File: config.mk
export PLATFORM = sky130hd
export DESIGN_NAME = sync_blank_gen
export DESIGN_NICKNAME = d
export VERILOG_FILES = /design/src/rtl/video_timing_pkg.sv /design/src/rtl/sync_axis_cnt.sv /design/src/rtl/sync_blank_gen.sv
export SDC_FILE = /design/constraint.sdc
export NUM_CORES = 1
export LEC_CHECK = 0
export CORE_MARGIN = 4
export CORE_UTILIZATION = 29
export DETAILED_ROUTE_END_ITERATION = 12
export HOLD_SLACK_MARGIN = 0.1
export PLACE_DENSITY = 0.46
export SLEW_MARGIN = 20
export SYNTH_ARGS = -nofsm -noshare
export SYNTH_HDL_FRONTEND = slang
export SYNTH_HIERARCHICAL = 1
export SYNTH_SLANG_ARGS = --single-unit
File: constraint.sdc
create_clock -name clk_sys -period 2.14 [get_ports clk_sys]
set_input_delay 0.428 -clock clk_sys [delete_from_list [all_inputs] [get_ports clk_sys]]
set_output_delay 0.428 -clock clk_sys [all_outputs]
set_load 0.05 [all_outputs]
File: src/rtl/video_timing_pkg.sv
// rtl/video_timing_pkg.sv - shared widths, lock state encoding and saturating increment for sync_blank_gen
package video_timing_pkg;

  localparam int HCNT_W_DEF = 10;
  localparam int VCNT_W_DEF = 9;

  typedef enum logic [1:0] {
    ST_UNLOCKED = 2'd0,
    ST_H_OK     = 2'd1,
    ST_LOCKED   = 2'd2
  } lock_state_t;

  function automatic logic [31:0] sat_inc(input logic [31:0] v, input logic [31:0] maxv);
    return (v >= maxv) ? maxv : v + 32'd1;
  endfunction

endpackage

File: src/rtl/sync_axis_cnt.sv
// rtl/sync_axis_cnt.sv - one timing axis: sync edge clear, saturating count, total latch, blank window
module sync_axis_cnt
  import video_timing_pkg::*;
#(
  parameter int W           = 10,
  parameter int WIN_LO      = 0,
  parameter int WIN_HI      = 1,
  parameter bit TOTAL_PLUS1 = 1'b0
) (
  input  logic         clk_sys,
  input  logic         reset,
  input  logic         i_ce,
  input  logic         i_sync,
  input  logic         i_inc,
  output logic         o_sync_d,
  output logic         o_rise,
  output logic [W-1:0] o_cnt,
  output logic [W-1:0] o_total,
  output logic         o_blank
);

  localparam logic [31:0] CNT_MAX = (32'd1 << W) - 32'd1;
  localparam logic [31:0] LO      = WIN_LO;
  localparam logic [31:0] HI      = WIN_HI;

  logic [W-1:0] r_cnt;
  logic [W-1:0] r_total;
  logic         r_sync_d;
  logic [W-1:0] w_cnt_inc;
  logic [31:0]  w_cnt32;
  logic         w_rise;

  assign w_cnt32   = 32'(r_cnt);
  assign w_cnt_inc = W'(sat_inc(w_cnt32, CNT_MAX));
  assign w_rise    = i_sync & ~r_sync_d;

  // Edge clear outranks the increment; the counter never wraps.
  always_ff @(posedge clk_sys) begin
    if (reset) begin
      r_cnt    <= '0;
      r_total  <= '0;
      r_sync_d <= 1'b0;
    end else if (i_ce) begin
      r_sync_d <= i_sync;
      if (w_rise) begin
        r_cnt   <= '0;
        r_total <= TOTAL_PLUS1 ? w_cnt_inc : r_cnt;
      end else if (i_inc) begin
        r_cnt <= w_cnt_inc;
      end
    end
  end

  assign o_sync_d = r_sync_d;
  assign o_rise   = w_rise;
  assign o_cnt    = r_cnt;
  assign o_total  = r_total;
  assign o_blank  = (w_cnt32 < LO) | (w_cnt32 >= HI);

endmodule

File: src/rtl/sync_blank_gen.sv
// rtl/sync_blank_gen.sv - HBlank/VBlank from raw syncs by counting pixel enables, with measured totals and lock
module sync_blank_gen
  import video_timing_pkg::*;
#(
  parameter int HCNT_W     = HCNT_W_DEF,
  parameter int VCNT_W     = VCNT_W_DEF,
  parameter int H_START    = 34,
  parameter int H_END      = 214,
  parameter int V_START    = 25,
  parameter int V_END      = 254,
  parameter int LOCK_LINES = 4
) (
  input  logic              clk_sys,
  input  logic              reset,
  input  logic              ce_pix,
  input  logic              hsync_i,
  input  logic              vsync_i,
  output logic              hsync_o,
  output logic              vsync_o,
  output logic              hblank_o,
  output logic              vblank_o,
  output logic [HCNT_W-1:0] h_total,
  output logic [VCNT_W-1:0] v_total,
  output logic              locked
);

  if (!((H_START < H_END) && (H_END < (1 << HCNT_W)) &&
        (V_START <= V_END) && (V_END < (1 << VCNT_W)) &&
        (LOCK_LINES >= 2) && (LOCK_LINES <= 15))) begin : g_param_check
    $error("sync_blank_gen: invalid timing parameters");
  end

  localparam logic [31:0] H_CNT_MAX = (32'd1 << HCNT_W) - 32'd1;
  localparam logic [3:0]  STAB_LOCK = 4'(LOCK_LINES - 1);

  logic [HCNT_W-1:0] w_hcnt;
  logic [VCNT_W-1:0] w_vcnt;
  logic [HCNT_W-1:0] w_h_total_nxt;
  logic              w_h_rise_raw;
  logic              w_v_rise_raw;
  logic              w_h_rise;
  logic              w_v_rise;
  logic              w_hsat;
  logic              w_line_ok;
  logic              w_h_bad;
  logic              w_v_match;

  lock_state_t r_state;
  lock_state_t w_state_nxt;
  logic [3:0]  r_stab;
  logic [3:0]  w_stab_nxt;

  sync_axis_cnt #(
    .W           (HCNT_W),
    .WIN_LO      (H_START),
    .WIN_HI      (H_END),
    .TOTAL_PLUS1 (1'b1)
  ) u_h_axis (
    .clk_sys  (clk_sys),
    .reset    (reset),
    .i_ce     (ce_pix),
    .i_sync   (hsync_i),
    .i_inc    (1'b1),
    .o_sync_d (hsync_o),
    .o_rise   (w_h_rise_raw),
    .o_cnt    (w_hcnt),
    .o_total  (h_total),
    .o_blank  (hblank_o)
  );

  // The line axis counts HSync rises; its own VSync clear takes priority.
  sync_axis_cnt #(
    .W           (VCNT_W),
    .WIN_LO      (V_START),
    .WIN_HI      (V_END + 1),
    .TOTAL_PLUS1 (1'b0)
  ) u_v_axis (
    .clk_sys  (clk_sys),
    .reset    (reset),
    .i_ce     (ce_pix),
    .i_sync   (vsync_i),
    .i_inc    (w_h_rise_raw),
    .o_sync_d (vsync_o),
    .o_rise   (w_v_rise_raw),
    .o_cnt    (w_vcnt),
    .o_total  (v_total),
    .o_blank  (vblank_o)
  );

  assign w_h_rise      = ce_pix & w_h_rise_raw;
  assign w_v_rise      = ce_pix & w_v_rise_raw;
  assign w_hsat        = &w_hcnt;
  assign w_h_total_nxt = HCNT_W'(sat_inc(32'(w_hcnt), H_CNT_MAX));
  assign w_line_ok     = (w_h_total_nxt == h_total) & ~w_hsat;
  assign w_h_bad       = (ce_pix & w_hsat) | (w_h_rise & ~w_line_ok);
  assign w_v_match     = (w_vcnt == v_total);

  always_ff @(posedge clk_sys) begin
    if (reset) begin
      r_state <= ST_UNLOCKED;
      r_stab  <= 4'd0;
    end else begin
      r_state <= w_state_nxt;
      r_stab  <= w_stab_nxt;
    end
  end

  always_comb begin
    w_state_nxt = r_state;
    w_stab_nxt  = r_stab;
    case (r_state)
      ST_UNLOCKED: begin
        if (w_h_bad) begin
          w_stab_nxt = 4'd0;
        end else if (w_h_rise) begin
          w_stab_nxt = r_stab + 4'd1;
          if ((r_stab + 4'd1) == STAB_LOCK) begin
            w_state_nxt = ST_H_OK;
          end
        end
      end
      ST_H_OK: begin
        if (w_h_bad) begin
          w_state_nxt = ST_UNLOCKED;
          w_stab_nxt  = 4'd0;
        end else if (w_v_rise & w_v_match) begin
          w_state_nxt = ST_LOCKED;
        end
      end
      ST_LOCKED: begin
        if (w_h_bad | (w_v_rise & ~w_v_match)) begin
          w_state_nxt = ST_UNLOCKED;
          w_stab_nxt  = 4'd0;
        end
      end
      default: begin
        w_state_nxt = ST_UNLOCKED;
        w_stab_nxt  = 4'd0;
      end
    endcase
  end

  assign locked = (r_state == ST_LOCKED);

endmodule

# Yosys cells after proc, flatten, opt, wreduce, memory -nomap -nowiden
# Cells that the tools add are included.
[totals] register_bits=46 out_inout_bits=24 elab_cells=72
[classes] n_reduce_logical=8 n_lt_le_gt_ge=6 muxes=17 eq_ne=12 bitwise=18 n_addsub=3
[op_table] cell="$mux W9" n=3
[op_table] cell="$mux W10" n=2
[op_table] cell="$mux W4" n=4
[op_table] cell="$mux W2" n=6
[op_table] cell="$pmux W4 S3" n=1
[op_table] cell="$add A10 B1 Y10 const B" n=1
[op_table] cell="$eq A10 B10 Y1" n=1
[op_table] cell="$ge A10 B10 Y1 const B" n=1
[op_table] cell="$ge A10 B8 Y1 const B" n=1
[op_table] cell="$lt A10 B6 Y1 const B" n=1
[op_table] cell="$reduce_and A10 Y1" n=1
[op_table] cell="$add A9 B1 Y9 const B" n=1
[op_table] cell="$and A1 B1 Y1" n=9
[op_table] cell="$eq A9 B9 Y1" n=1
[op_table] cell="$ge A9 B8 Y1 const B" n=1
[op_table] cell="$ge A9 B9 Y1 const B" n=1
[op_table] cell="$lt A9 B5 Y1 const B" n=1
[op_table] cell="$ne A2 B2 Y1 const B" n=4
[op_table] cell="$ne A3 B3 Y1 const B" n=2
[op_table] cell="$pmux W2 S3" n=1
[op_table] cell="$reduce_and A2 Y1" n=3
[op_table] cell="$not A1 Y1" n=5
[op_table] cell="$reduce_and A5 Y1" n=1
[op_table] cell="$add A4 B1 Y4 const B" n=1
[op_table] cell="other kinds (8)" n=11

# Depth between registers and ports, before layout
# Gate-level depths: netlist of run 1.
[depth] depth_word=10 depth_mapped=9 depth_no_buf=9

# By module
# The synthesis of run 1 kept the hierarchy.
[by_module_without_submodules] module="sync_axis_cnt at u_h_axis" area_per_inst_um2=1146.1 n_inst=1 seq_area_each_um2=420.4 cells_each=133
[by_module_without_submodules] module="sync_blank_gen" area_per_inst_um2=974.7 n_inst=1 seq_area_each_um2=120.1 cells_each=130
[by_module_without_submodules] module="sync_axis_cnt at u_v_axis" area_per_inst_um2=929.6 n_inst=1 seq_area_each_um2=380.4 cells_each=109

# Least setup slack after synthesis of run 1
# OpenSTA, ideal clock, no wires.
[synth_timing] path_type="flip-flop to output port" start="register u_h_axis.r_cnt[3] (netlist: u_h_axis/o_cnt[3])" end="output hblank_o" required_ps=1712 setup_slack_ps=-323 stages_incl_launch_ff=6 arrival_time_ps=2035 cell_sequence="dfxtp_1 buf_2 a21oi_1 nor2_1 nor2_1 o21ai_0"
[synth_between] elab_chain_cells=2
[synth_lines] element="start: declaration" line_no="sync_axis_cnt.sv:26" rtl="logic [W-1:0] r_cnt;"
[synth_lines] element="start signal: assignment" line_no="sync_axis_cnt.sv:49" rtl="r_cnt <= w_cnt_inc;"
[synth_lines] element="$lt A10 B6 Y1 or $ge A10 B8 Y1 (tied branches)" line_no="sync_axis_cnt.sv:58" rtl="assign o_blank = (w_cnt32 < LO) | (w_cnt32 >= HI);"
[synth_lines] element="$or A1 B1 Y1 *" line_no="sync_axis_cnt.sv:58"
[synth_lines] element="end: declaration" line_no="sync_blank_gen.sv:20" rtl="output logic hblank_o,"
# Every way passes the cells marked *; elsewhere a longest branch is shown, timed or not.

# Worst setup path after layout of run 1
[layout_timing] start="register u_h_axis.r_cnt[1] (netlist: u_h_axis/o_cnt[1])" end="register r_stab[0]"
[layout_between] elab_chain_cells=10
[layout_lines] element="$add A10 B1 Y10 or $ge A10 B10 Y1 (tied branches)" line_no="video_timing_pkg.sv:14" rtl="return (v >= maxv) ? maxv : v + 32'd1;"
[layout_lines] element="$mux W10" line_no="video_timing_pkg.sv:14"
[layout_lines] element="$eq A10 B10 Y1" line_no="sync_blank_gen.sv:94" rtl="assign w_line_ok = (w_h_total_nxt == h_total) & ~w_hsat;"
[layout_lines] element="$and A1 B1 Y1" line_no="sync_blank_gen.sv:94"
[layout_lines] element="$not A1 Y1" line_no="sync_blank_gen.sv:95" rtl="assign w_h_bad = (ce_pix & w_hsat) | (w_h_rise & ~w_line_ok);"
[layout_lines] element="$and A1 B1 Y1" line_no="sync_blank_gen.sv:95"
[layout_lines] element="$or A1 B1 Y1 *" line_no="sync_blank_gen.sv:95"
[layout_lines] element="$or A1 B1 Y1" line_no="sync_blank_gen.sv:131" rtl="if (w_h_bad | (w_v_rise & ~w_v_match)) begin"
[layout_lines] element="$ne A2 B1 Y1 (no source line)"
[layout_lines] element="$reduce_and A3 Y1 (no source line)"
[layout_lines] element="end signal: assignment" line_no="sync_blank_gen.sv:104" rtl="r_stab <= w_stab_nxt;"
[layout_lines] element="end: declaration" line_no="sync_blank_gen.sv:50" rtl="logic [3:0] r_stab;"
# Marks and branches as above.
# A chain may end at the register's enable or synchronous reset.

==> flow_summary.toml, run 1 <==
[detailed_routing]
drc_errors = 0
drt_wl_total_mm = 8.52
drt_iter0_drc = 175
dr.pass1.iters = 5
ant_nets = 0
vias = 3002
wl_per_cell_um = 14.5
viasPerCell = 5.11

[worst_setup_path]
cp-end-kind = "register"
worst-endpoint-arrival_ns = 2.28
cp_num_buf_inv = 1
worstSetupStartpointType = "register"
crit_slowest_cell = "dfxtp_2"
cp_common_cell = "nand4_1"
critical_path_class = "reg2reg"
cpPeakStageDelay_ns = 0.36
worstPathMaxFanout = 4
crit_family = "simple AND/OR/NAND/NOR gates"
cp_cell_sequence = "ha_4 > nand4_1 > buf_4 > or3_4 > a21oi_4 > a2111oi_4 > and4bb_4 > nand4_1 > nand2_2 > a21o_1"
critPathRequiredTime_ns = 2.34

[yosys]
synthTopCellsByCount = "dfxtp_1, nor2_1, a21oi_1"
synth-seq-cells = 46
seq_area_frac_synth = 0.302
synth_edf_count = 0
yosysTopAreaCell = "dfxtp_1"
ys.flop_type = "dfxtp_1"
syn_area_mm2 = 0.00305
synth_warnings = 6
netlist.area_leader.share = 0.302
synthCells = 372
synth_most_common_cell = "dfxtp_1"
ys_async_sr_fraction = 0
syn_avg_cell_area_um2 = 8.20
synth.distinct_cells = 70
synth.area.top_cells = "dfxtp_1, nor2_1, a21oi_1"

[timing]
max_freq_mhz = 481
fin_crit_ns = 2.08
tightest_slew_ns = 0.515
relSlewSlack = 0.656
setup_violations = 0
skew_ns = 0.00823
fin_crit_sh = 0.972
rsz0062_at_grt = "yes"
hold_viol_final = 0
holdWs_ns = 0.515
drv_slew = 0

[pwr]
powerDensity_mw_per_mm2 = 408
p_comb_frac = 0.155
p_int_uw = 1210
pwr-share-clk = 0.319
power.switching_uw = 480
switching_share = 0.284
p_seq_frac = 0.525
leakage_uw = 0.00156
vdd_ir_drop_max_uv = 235

[global_routing]
grt_pass1_vias = 2890
overflow = 0
grt_first_pass_wirelength_mm = 14.6
grtUsageTotal = 0.141
grt_max_degree = 22
antenna_found_initial = 0

[die]
die_h_um = 111
initial_core_util = 0.297
die_x_um = 111
die-area_mm2 = 0.0122
ios = 29
core_mm2 = 0.0103
num_rows = 37

[layout]
multi_input_area_mm2 = 0.00214
area_growth_pct = 35.7
fill_cells = 1084
seq_area_um2 = 938
nets = 462
design_area_mm2 = 0.00414
antenna_cells = 0
drive_gt1_frac = 0.277

[cts]
cts_tree = "done"
cts_buffer_depth = 2
cts_buffers = 5
cts.sink_count = 46
path_clk_slew_ns = 0.10
cts-root-buf = "clkbuf_8"
htree_num_levels = 2
clk_latency_ns = 0.30

[run_status]
status = "completed"

[job]
maxCapViolations = 0

[min_path]
hp-class = "reg2reg"

[placed_design]
io_buffers = 28
dp_hpwl_mm = 6.57
gp_congestion = 0.837
post_dp_cell_area_mm2 = 0.00387
[tightest hold or removal path, stage by stage (launching register included)]
cell and delay [ns]:
dfxtp_2 0.37, nand2_1 0.06, a21oi_1 0.05
[cell usage in the layout, fill, tap and decap left out, drive strengths merged, types with 6 or more instances in the layout]
master / instances
nand3b: 6
inv: 15
a21oi: 29
nand3: 19
o21ai: 23
xnor2: 15
clkbuf: 7
nor2b: 6
nor3: 13
clkdlybuf4s50: 22
or3: 6
nor2: 42
nand2: 28
buf: 59
mux2i: 12
dfxtp: 46
ha: 7
nand4: 9
o32ai: 7
[routing by layer]
| layer | wire [um] | share of wire | vias to the layer above | global-route usage |
|---|---|---|---|---|
| met5 | 0 | 0 | - | 0 |
| met4 | 59 | 0.0069 | 0 | 0.0296 |
| met3 | 215 | 0.025 | 4 | 0.0164 |
| met2 | 4100 | 0.48 | 42 | 0.235 |
| met1 | 4140 | 0.49 | 1415 | 0.196 |
| li1 | - | - | 1541 | - |
[layout make-up]
class                   count  share of cell area
clock buffers               6              0.0175
clock inverters             2             0.00333
inverters                  15              0.0136
multi-input cells         298               0.516
flip-flops and latches     46               0.227
well taps                 136              0.0411
repair buffers             84               0.182
[power by group through the flow]
| stage | logic, uW | clock network [uW] | registers, uW |
|---|---|---|---|
| CTS | 262 | 566 | 887 |
| finish | 262 | 539 | 887 |
| detailed placement | 259 | 0 | 907 |
| global route | 285 | 602 | 891 |
| global placement | 257 | 0 | 907 |
| floorplan | 120 | 0 | 944 |
[through the flow]
stage | power, uW | setup WS [ns] | std cells | setup TNS (ns) | util
floorplan | 1060 | 0.00393 | 373 | 0 | -
global placement | 1160 | -0.0493 | 574 | -0.166 | 0.377
detailed placement | 1170 | -0.118 | 574 | -0.327 | 0.377
CTS | 1720 | 0.00223 | 582 | 0 | 0.391
global route | 1780 | -0.0816 | 587 | -0.337 | 0.403
finish | 1690 | 0.0594 | 587 | 0 | 0.403
[flip-flops by register name, summed over array words and instances (netlist names)]
| name | cells |
|---|---|
| u_h_axis/o_cnt | 10 |
| u_h_axis/o_total | 10 |
| u_v_axis/o_cnt | 9 |
| u_v_axis/o_total | 9 |
| r_stab | 4 |
| r_state | 2 |
| u_h_axis/o_sync_d | 1 |
| u_v_axis/o_sync_d | 1 |
[cell families (layout without fill, tap and decap cells)]
group                    Yosys count  count (layout)  share of synthesized area
adder cells (fa/ha/maj)            7               7                     0.0287
XOR/XNOR                          19              19                     0.0591
multiplexers                      12              12                     0.0394
buffers and inverters             29             107                     0.0394
flip-flops                        46              46                      0.302
other                              1               2                    0.00123
AND/OR/NAND/NOR                  155             155                      0.293
AO/OA/AOI/OAI                    103             103                      0.237
[path summary, 6_finish.rpt]
kind,from,end,slack [ns],cells after the start
max,u_h_axis/o_cnt[1],r_stab[0],0.06,10
min,u_v_axis/o_cnt[8],u_v_axis/o_cnt[8],0.51,2
max reg2reg,u_h_axis/o_cnt[1],r_stab[0],0.06,10
min reg2reg,u_v_axis/o_cnt[8],u_v_axis/o_cnt[8],0.51,2
[timing repair]
action	CTS	global route
endpoints found under the setup margin	8	8
gates cloned	0	0
hold buffers	0	0
setup buffers	0	5
pin swaps	6	9
resized for setup	15	25
(Power assumes the default switching activity.)
==> run 2, diff against run 1 <==
--- a/config.mk
+++ b/config.mk
@@ -8,8 +8,9 @@
 export CORE_MARGIN = 4
 export CORE_UTILIZATION = 29
 export DETAILED_ROUTE_END_ITERATION = 12
+export GPL_TIMING_DRIVEN = 0
 export HOLD_SLACK_MARGIN = 0.1
-export PLACE_DENSITY = 0.46
+export PLACE_DENSITY = 0.58
 export SLEW_MARGIN = 20
 export SYNTH_ARGS = -nofsm -noshare
 export SYNTH_HDL_FRONTEND = slang
==> flow_summary.toml, run 2 (synthesis results as in run 1) <==
[run_status]
status = "complete, but fails checks"
violations = "setup timing"

[worst_setup_path]
cp-end-kind = "register"
crit_family = "simple AND/OR/NAND/NOR gates"
critPathRequiredTime_ns = 2.38
cpPeakStageDelay_ns = 0.38
ff2ff_setup_slack_ns = -0.02
worstSetupStartpointType = "register"
critical_path_class = "reg2reg"
worstPathMaxFanout = 4
worst-endpoint-arrival_ns = 2.40
crit_slowest_cell = "dfxtp_4"
cp_num_buf_inv = 0
cp_cell_sequence = "ha_4 > and2_4 > nor4_4 > xnor2_1 > a2111oi_2 > and4bb_4 > nand4_1 > nand2_2 > o2bb2ai_2"

[timing]
rsz0062_at_grt = "yes"
drv_slew = 0
skew_ns = 0.0135
tightest_slew_ns = 0.768
fin_crit_sh = 1.01
setup_violations = 3
fin_tns_setup_ns = -0.0402
fin_ws_ns = -0.0163
hold_viol_final = 0
max_freq_mhz = 464
relSlewSlack = 0.485
fin_crit_ns = 2.16

[layout]
drive_gt1_frac = 0.259
finish.utilization = 0.394
mostFrequentLayoutCells = "nor2_1, buf_4, dfxtp_1"
seq_area_um2 = 967
layout_commonest_cell = "nor2_1"
area_growth_pct = 32.8
fill_cells = 1038
nets = 448
design_area_mm2 = 0.00405
multi_input_area_mm2 = 0.00218
antenna_cells = 0

[global_routing]
overflow = 0
antenna_found_initial = 0
grtUsageTotal = 0.136
grt_max_degree = 15
grt_first_pass_wirelength_mm = 14.1
grt_pass1_vias = 2905

[detailed_routing]
viasPerCell = 5.35
drc_errors = 0
drt_wl_total_mm = 8.56
drt_iter0_drc = 195
vias = 3067
ant_nets = 0
wl_per_cell_um = 14.9
dr.pass1.iters = 5

[cts]
cts_tree = "done"
htree_num_levels = 2
cts-root-buf = "clkbuf_8"
cts_hold_buf = 0
path_clk_slew_ns = 0.10
cts_buffer_depth = 2
cts.sink_count = 46
cts_buffers = 5
clk_latency_ns = 0.30

[placed_design]
place_ws_ns = -0.516
io_buffers = 28
post_dp_cell_area_mm2 = 0.00352
gp_congestion = 0.767
dp_hpwl_mm = 5.75

[die]
ios = 29
die_h_um = 111
die-area_mm2 = 0.0122
initial_core_util = 0.297
num_rows = 37
core_mm2 = 0.0103
die_x_um = 111

[pwr]
finalPower_uw = 1790
powerDensity_mw_per_mm2 = 442
leakage_uw = 0.00143
vdd_ir_drop_max_uv = 211

[job]
maxCapViolations = 0

[min_path]
hp-class = "reg2reg"
-- run 2: changes by cell type in the layout (fill, tap and decap cells not counted), sizes merged --
cell	before	now
buf	59	37
clkinv	2	0
dlymetal6s2s	2	1
clkinvlp	0	1
clkdlybuf4s50	22	24
clkbuf	7	13
dlygate4sd2	0	1
bufinv	0	1
-- run 2: through the flow --
stage | hold WS, ns | instances
after global routing | 0.550 | 573
final | 0.533 | 573
after floorplan | 0.486 | 373
after global placement | 0.502 | 537
after detailed placement | 0.516 | 537
after CTS | 0.533 | 559
-- run 2: cell type report --
cell class              instances  share of cell area
plain buffers                  14              0.0185
clock buffers                   6              0.0179
clock inverters                 2             0.00927
inverters                      15              0.0139
multi-input cells             298               0.538
flip-flops and latches         46               0.239
well taps                     136              0.0420
repair buffers                 56               0.122
-- run 2: layer usage --
metal / global-route usage / share of wire
met1: 0.181 / 0.47
met4: 0.0411 / 0.010
met3: 0.0164 / 0.029
met2: 0.229 / 0.49
met5: 0 / 0
-- run 2: worst min-delay path: stages (launching register included) --
cell and delay, ns:
dfxtp_4 0.38, nand2_1 0.07, a21oi_1 0.05
-- run 2: what timing repair did --
action                     CTS  global route
setup endpoints to repair   16            27
pin swaps                   10            12
buffers inserted            14            14
resized for setup           51            30
-- run 2: path summary, 6_finish.rpt --
check | start | to | depth (start not counted)
max reg2reg | u_h_axis/o_cnt[1] | r_stab[1] | 9
max | u_h_axis/o_cnt[1] | r_stab[1] | 9
min | u_v_axis/o_cnt[0] | u_v_axis/o_cnt[0] | 2
min reg2reg | u_v_axis/o_cnt[0] | u_v_axis/o_cnt[0] | 2
-- run 2: power by group --
part           internal, uW  switching (uW)
clock network           349             306
registers               858            20.7
logic                  98.3             157
